[src/rtl/uart_pkg.sv]
// Shared types and helpers for the UART receiver: FSM state encoding,
// baud divisor computation and 3-sample majority vote.
package uart_pkg;

  typedef enum logic [2:0] {
    IDLE,
    START,
    DATA,
    PARITY,
    STOP,
    DELIVER,
    BREAK_WAIT
  } rx_state_t;

  function automatic int bps_cnt(input int clk_fre, input int bps);
    return clk_fre / bps;
  endfunction

  function automatic logic vote3(input logic a, input logic b, input logic c);
    return (a & b) | (a & c) | (b & c);
  endfunction

endpackage

[src/rtl/uart_rx_sync.sv]
// Three-flop synchroniser for the asynchronous RX pin with falling-edge
// detect; all flops reset to the idle level so reset never fakes a start bit.
module uart_rx_sync (
  input  logic clk,
  input  logic rstn,
  input  logic rxd,
  output logic rxd_sync,
  output logic fall
);

  logic d1, d2, d3;

  always_ff @(posedge clk or negedge rstn) begin
    if (!rstn) begin
      d1 <= 1'b1;
      d2 <= 1'b1;
      d3 <= 1'b1;
    end else begin
      d1 <= rxd;
      d2 <= d1;
      d3 <= d2;
    end
  end

  assign rxd_sync = d2;
  assign fall     = d3 & ~d2;

endmodule

[src/rtl/uart_rx_param.sv]
// Parametrised UART receiver with mid-bit majority voting and a one-entry
// valid/ready holding register. Optional parity bit enabled by UART_RX_PARITY_EN.
module uart_rx_param
  import uart_pkg::*;
#(
  parameter int CLK_FRE    = 25_000_000,
  parameter int BPS        = 9_600,
  parameter int DATA_BITS  = 8,
  parameter int STOP_BITS  = 1,
  parameter int PARITY_ODD = 0
) (
  input  logic       clk,
  input  logic       rstn,
  input  logic       uart_rxd,
  output logic [7:0] rx_data,
  output logic       rx_valid,
  input  logic       rx_ready,
  output logic       rx_par_err,
  output logic       rx_frame_err,
  output logic       rx_overrun
);

  localparam int BPS_CNT = bps_cnt(CLK_FRE, BPS);
  localparam int HALF    = BPS_CNT >> 1;
  localparam int CNT_W   = $clog2(BPS_CNT);

  localparam logic [CNT_W-1:0] CNT_LAST = CNT_W'(BPS_CNT - 1);
  localparam logic [CNT_W-1:0] SMP0     = CNT_W'(HALF - 1);
  localparam logic [CNT_W-1:0] SMP1     = CNT_W'(HALF);
  localparam logic [CNT_W-1:0] SMP2     = CNT_W'(HALF + 1);
  localparam logic [2:0]       DATA_LAST = 3'(DATA_BITS - 1);
  localparam logic [2:0]       STOP_LAST = 3'(STOP_BITS - 1);

  if (BPS_CNT < 8) begin : g_bad_bps
    $error("uart_rx_param: CLK_FRE/BPS must be at least 8");
  end
  if (DATA_BITS < 5 || DATA_BITS > 8) begin : g_bad_data
    $error("uart_rx_param: DATA_BITS must be 5..8");
  end
  if (STOP_BITS < 1 || STOP_BITS > 2) begin : g_bad_stop
    $error("uart_rx_param: STOP_BITS must be 1 or 2");
  end
  if (PARITY_ODD < 0 || PARITY_ODD > 1) begin : g_bad_par
    $error("uart_rx_param: PARITY_ODD must be 0 or 1");
  end

  rx_state_t state, state_nxt;

  logic                 rxd_sync, fall;
  logic [CNT_W-1:0]     clk_cnt;
  logic [2:0]           bit_idx;
  logic                 s0, s1;
  logic [DATA_BITS-1:0] shreg;
  logic [7:0]           word;
  logic                 ferr_acc;
  logic                 decide, bit_end, vote, load;

  uart_rx_sync u_sync (
    .clk      (clk),
    .rstn     (rstn),
    .rxd      (uart_rxd),
    .rxd_sync (rxd_sync),
    .fall     (fall)
  );

  assign decide  = (clk_cnt == SMP2);
  assign bit_end = (clk_cnt == CNT_LAST);
  assign vote    = vote3(s0, s1, rxd_sync);
  assign load    = (state == DELIVER) && (!rx_valid || rx_ready);

  always_comb begin
    word = '0;
    word[DATA_BITS-1:0] = shreg;
  end

  always_ff @(posedge clk or negedge rstn) begin
    if (!rstn) state <= IDLE;
    else       state <= state_nxt;
  end

  always_comb begin
    state_nxt = state;
    unique case (state)
      IDLE:       if (fall) state_nxt = START;
      START: begin
        if (decide && vote) state_nxt = IDLE;
        else if (bit_end)   state_nxt = DATA;
      end
      DATA: begin
        if (bit_end && bit_idx == DATA_LAST) begin
`ifdef UART_RX_PARITY_EN
          state_nxt = PARITY;
`else
          state_nxt = STOP;
`endif
        end
      end
      PARITY:     if (bit_end) state_nxt = STOP;
      // The frame closes at the last stop-bit decision so the next start edge is never missed.
      STOP: begin
        if (decide && bit_idx == STOP_LAST)
          state_nxt = (ferr_acc || !vote) ? BREAK_WAIT : DELIVER;
      end
      DELIVER:    state_nxt = IDLE;
      BREAK_WAIT: if (rxd_sync) state_nxt = IDLE;
      default:    state_nxt = IDLE;
    endcase
  end

  always_ff @(posedge clk or negedge rstn) begin
    if (!rstn) begin
      clk_cnt  <= '0;
      bit_idx  <= '0;
      s0       <= 1'b1;
      s1       <= 1'b1;
      shreg    <= '0;
      ferr_acc <= 1'b0;
    end else begin
      if (state != state_nxt || bit_end || state == IDLE ||
          state == DELIVER || state == BREAK_WAIT)
        clk_cnt <= '0;
      else
        clk_cnt <= clk_cnt + CNT_W'(1);

      if (state != state_nxt)
        bit_idx <= '0;
      else if (bit_end && (state == DATA || state == STOP))
        bit_idx <= bit_idx + 3'd1;

      if (clk_cnt == SMP0) s0 <= rxd_sync;
      if (clk_cnt == SMP1) s1 <= rxd_sync;

      if (state == DATA && decide)
        shreg <= {vote, shreg[DATA_BITS-1:1]};

      if (state == IDLE)
        ferr_acc <= 1'b0;
      else if (state == STOP && decide && !vote)
        ferr_acc <= 1'b1;
    end
  end

  always_ff @(posedge clk or negedge rstn) begin
    if (!rstn) begin
      rx_data      <= '0;
      rx_valid     <= 1'b0;
      rx_frame_err <= 1'b0;
      rx_overrun   <= 1'b0;
    end else begin
      rx_frame_err <= (state == STOP) && (state_nxt == BREAK_WAIT);
      rx_overrun   <= (state == DELIVER) && rx_valid && !rx_ready;
      if (load) begin
        rx_data  <= word;
        rx_valid <= 1'b1;
      end else if (rx_valid && rx_ready) begin
        rx_valid <= 1'b0;
      end
    end
  end

`ifdef UART_RX_PARITY_EN
  logic par_err_acc, hold_par;

  always_ff @(posedge clk or negedge rstn) begin
    if (!rstn) begin
      par_err_acc <= 1'b0;
      hold_par    <= 1'b0;
    end else begin
      if (state == PARITY && decide)
        par_err_acc <= vote ^ (^shreg) ^ PARITY_ODD[0];
      if (load)
        hold_par <= par_err_acc;
    end
  end

  assign rx_par_err = hold_par;
`else
  assign rx_par_err = 1'b0;
`endif

endmodule
[config.mk]
export PLATFORM = sky130hd
export DESIGN_NAME = uart_rx_param
export DESIGN_NICKNAME = d
export VERILOG_FILES = /design/src/rtl/uart_pkg.sv /design/src/rtl/uart_rx_sync.sv /design/src/rtl/uart_rx_param.sv
export SDC_FILE = /design/constraint.sdc
export NUM_CORES = 1
export LEC_CHECK = 0
export BUFFER_PORTS_ARGS = -buffer_cell sky130_fd_sc_hd__buf_2
export CAP_MARGIN = 20
export CORE_MARGIN = 2
export CORE_UTILIZATION = 48
export DETAILED_ROUTE_END_ITERATION = 10
export GPL_TIMING_DRIVEN = 0
export PLACE_DENSITY_LB_ADDON = 0.2
export SLEW_MARGIN = 20
export SYNTH_ARGS = -nofsm -noshare
export SYNTH_HDL_FRONTEND = slang
export SYNTH_SLANG_ARGS = --single-unit
[constraint.sdc]
create_clock -name clk -period 3.2 [get_ports clk]
set_input_delay 0 -clock clk [delete_from_list [all_inputs] [get_ports clk]]
set_output_delay 0 -clock clk [all_outputs]
set_load 0.03 [all_outputs]
==> results.json <==
{
  "detailed_place.area_um2": 2227,
  "reg2reg_from": "clk_cnt[10]$_DFF_PN0_",
  "cts_buffers": 5,
  "max_freq_mhz": 435.4,
  "post_cts_buffers": 0,
  "cp-startpoint": "clk_cnt[10]$_DFF_PN0_",
  "synth_commonest_cells": "38 x dfrtp_1, 18 x mux2_2, 15 x nand2_1",
  "routed_wl_mm": 3.859,
  "use_met1_pct": 22.28,
  "leakage_nw": 1.130,
  "crit_chain": "or3b_2 -> nor4_2 -> a21oi_1 -> nand4_1 -> nor3_1",
  "dp_cells": 252,
  "maxSlewViolCount": 0,
  "finalNonFillerCells": 263,
  "power_frac_seq_pct": 54.0,
  "worst-path-max-fanout": 6,
  "pwr-share-comb_pct": 13.8,
  "slowest_stage": "nor4_2",
  "cts-root-buf": "clkbuf_8",
  "grt_start_max_net_pins": 44,
  "cp.required_ps": 3380,
  "clkLatencyLatePin_ps": 300,
  "rsz0062_at_grt": "no",
  "synthesis.nets": 197,
  "setup_violations": 0,
  "register_area_um2": 1082,
  "syn_avg_cell_area_um2": 11.25,
  "vias": 1433,
  "cts_hold_buf": 3,
  "arrival_ps": 2480,
  "cts_tree": "done",
  "ios": 16,
  "power_mw": 1.128,
  "seq_area_frac_synth_pct": 51.73,
  "ys_async_sr_fraction_pct": 100.0,
  "clock_power_share_pct": 32.2,
  "overflow": 0,
  "power.internal_mw": 0.8152,
  "rows": 24,
  "port_buffers": 14,
  "final_hold_viol_count": 0,
  "design_area_um2": 2356,
  "die_x_um": 70.02,
  "reg2reg_slack_ps": 900,
  "wl_per_cell_um": 14.67,
  "antenna_found_initial": 0,
  "drt_iter0_markers": 91,
  "critical_path.endpoint_type": "register",
  "yosysMostFrequentCell": "dfrtp_1",
  "start_kind": "register",
  "gr-usage-met3_pct": 3.319,
  "vdd_drop_max_uv": 344.3,
  "ctsHtreeMaxLevel": 2,
  "gr-max-usage-layer": "met2",
  "drive_above_1_share_pct": 26.07,
  "crit_path_end": "clk_cnt[10]$_DFF_PN0_",
  "path_clk_slew_ps": 80,
  "yosysUniqueCellTypes": 41,
  "status": "complete, no violations",
  "nFillCells": 392,
  "synth_top_cell_by_area": "dfrtp_1",
  "core_um2": 4264,
  "swShare_pct": 27.71,
  "routed_via_density": 5.449,
  "synth-seq-cells": 43,
  "area_delta_synth_final_pct": 12.62,
  "grt_pass1_vias": 1452,
  "worst_r2r_endpoint": "clk_cnt[10]$_DFF_PN0_",
  "grt_pass1_wl_mm": 6.775,
  "max_slew.worst_pin.slew_ps": 941.6,
  "cts.path.max_buffers": 2,
  "finalNetCount": 221,
  "max-slew-margin-rel_pct": 37.23,
  "start_util_pct": 49.06,
  "antenna_cells": 0,
  "setup_tns_ps": 0,
  "cts_resized": 0,
  "die_h_um": 70.02,
  "post-route-period-util_pct": 71.77,
  "drc": 0,
  "grt_usage_pct": 17.49,
  "yosys-top-cells-area": "dfrtp_1 45%, mux2_2 9.7%, dfstp_2 6.3%",
  "netlist_instances": 186,
  "drv_cap": 0,
  "clock-sinks": 43,
  "p_per_area_nw_per_um2": 478.6,
  "use_met2_pct": 28.68,
  "synth_top_area_share_pct": 45.45,
  "multiInputGateArea_um2": 960.9,
  "yosysWarnings": 0,
  "firstDrtPassIters": 4,
  "max_stage_delay_ps": 610,
  "path_class": "reg2reg",
  "die_area_um2": 4902,
  "synth.cell_area_um2": 2092,
  "fin_skew_ps": 4.571,
  "reg2reg_depth": 5,
  "drtAntennaViolNets": 0,
  "synth_flop_cell": "dfrtp_1",
  "dp_hpwl_mm": 2.777,
  "hp-class": "in2reg",
  "gp_congestion": 0.8440,
  "synth_edf_count": 0,
  "period_needed_ps": 2297,
  "switchingPower_mw": 0.3125,
  "min_path_cells": 2
}
-- through the flow --
stage               hold WS, ps  utilization (%)  setup slack, ps
floorplan                -295.6                -             1119
global placement          107.6            52.23            929.7
detailed placement        108.6            52.23            908.3
CTS                       339.5            55.25            895.5
global route              343.6            55.25            774.5
finish                    346.0            55.25            903.3
-- power by group through the flow --
stage | sequential [mW] | clock, mW | combinational (mW)
2_1_floorplan | 0.610 | 0 | 0.118
3_3_place_gp | 0.616 | 0 | 0.150
3_5_place_dp | 0.619 | 0 | 0.156
4_1_cts | 0.609 | 0.375 | 0.160
5_1_grt | 0.614 | 0.395 | 0.183
6_report | 0.609 | 0.363 | 0.156
-- placed cells by master, fill, tap and decap left out, drive strengths merged, types with 2 or more instances in the layout --
cell         instances
mux2                18
nand3                5
nor3                12
buf                 16
mux2i                3
clkbuf              10
nor3b                2
xor2                 7
nand2               16
or2                  2
xnor2                6
nand4b               2
nor2b                5
nand4                3
dfrtp               38
and3                 3
nand2b               3
ha                   7
inv                  6
dlygate4sd3          3
or3b                 2
dfstp                5
and3b                2
o21ai                3
a21oi                4
nor4                 4
nor2                12
-- worst max-delay path: cells and delay by family, from the launching register on --
kind,cells,cell delay (ps)
simple gates,4,1460
compound gates,1,280
flops,1,440
-- logic make-up (layout without fill, tap and decap cells) --
| kind of cell | Yosys count | in the layout | synth area share, % |
|---|---|---|---|
| fa+ha+maj | 8 | 8 | 4.665 |
| mux | 21 | 21 | 11.12 |
| simple gates | 77 | 77 | 21.47 |
| buf+inv | 12 | 37 | 2.332 |
| other cells | 1 | 1 | 0.1793 |
| xor+xnor | 13 | 13 | 5.443 |
| compound gates | 11 | 11 | 3.051 |
| flops | 43 | 43 | 51.73 |
-- per-layer routing --
metal	part of all wire (%)	vias up
li1	-	688
met1	44	701
met2	51	34
met3	3.4	10
met4	2.0	0
met5	0	-
-- flip-flops by register name (all words and copies together) (netlist names) --
name	flops
u_sync.d1	1
rx_overrun	1
u_sync.rxd_sync	1
bit_idx	3
shreg	8
u_sync.d3	1
ferr_acc	1
s1	1
clk_cnt	12
rx_valid	1
state	3
s0	1
rx_data	8
rx_frame_err	1
-- final cells by class --
cell class | count | share of cell area [%]
Multi-Input combinational cell | 131 | 40.79
Timing Repair Buffer | 17 | 4.249
Clock inverter | 2 | 0.6904
Inverter | 6 | 0.9559
Clock buffer | 6 | 3.505
Buffer | 6 | 1.115
Sequential cell | 43 | 45.94
Tap cell | 52 | 2.762
-- worst min path at each step --
| stage | start | endpoint | slack, ps |
|---|---|---|---|
| after floorplan | rstn | bit_idx[0]$_DFFE_PN0P_ | -300 |
| after global placement | uart_rxd | u_sync.d1$_DFF_PN1_ | 110 |
| after detailed placement | uart_rxd | u_sync.d1$_DFF_PN1_ | 110 |
| after CTS | uart_rxd | u_sync.d1$_DFF_PN1_ | 340 |
| after global routing | uart_rxd | u_sync.d1$_DFF_PN1_ | 340 |
| final | uart_rxd | u_sync.d1$_DFF_PN1_ | 350 |
(Power assumes the default switching activity.)
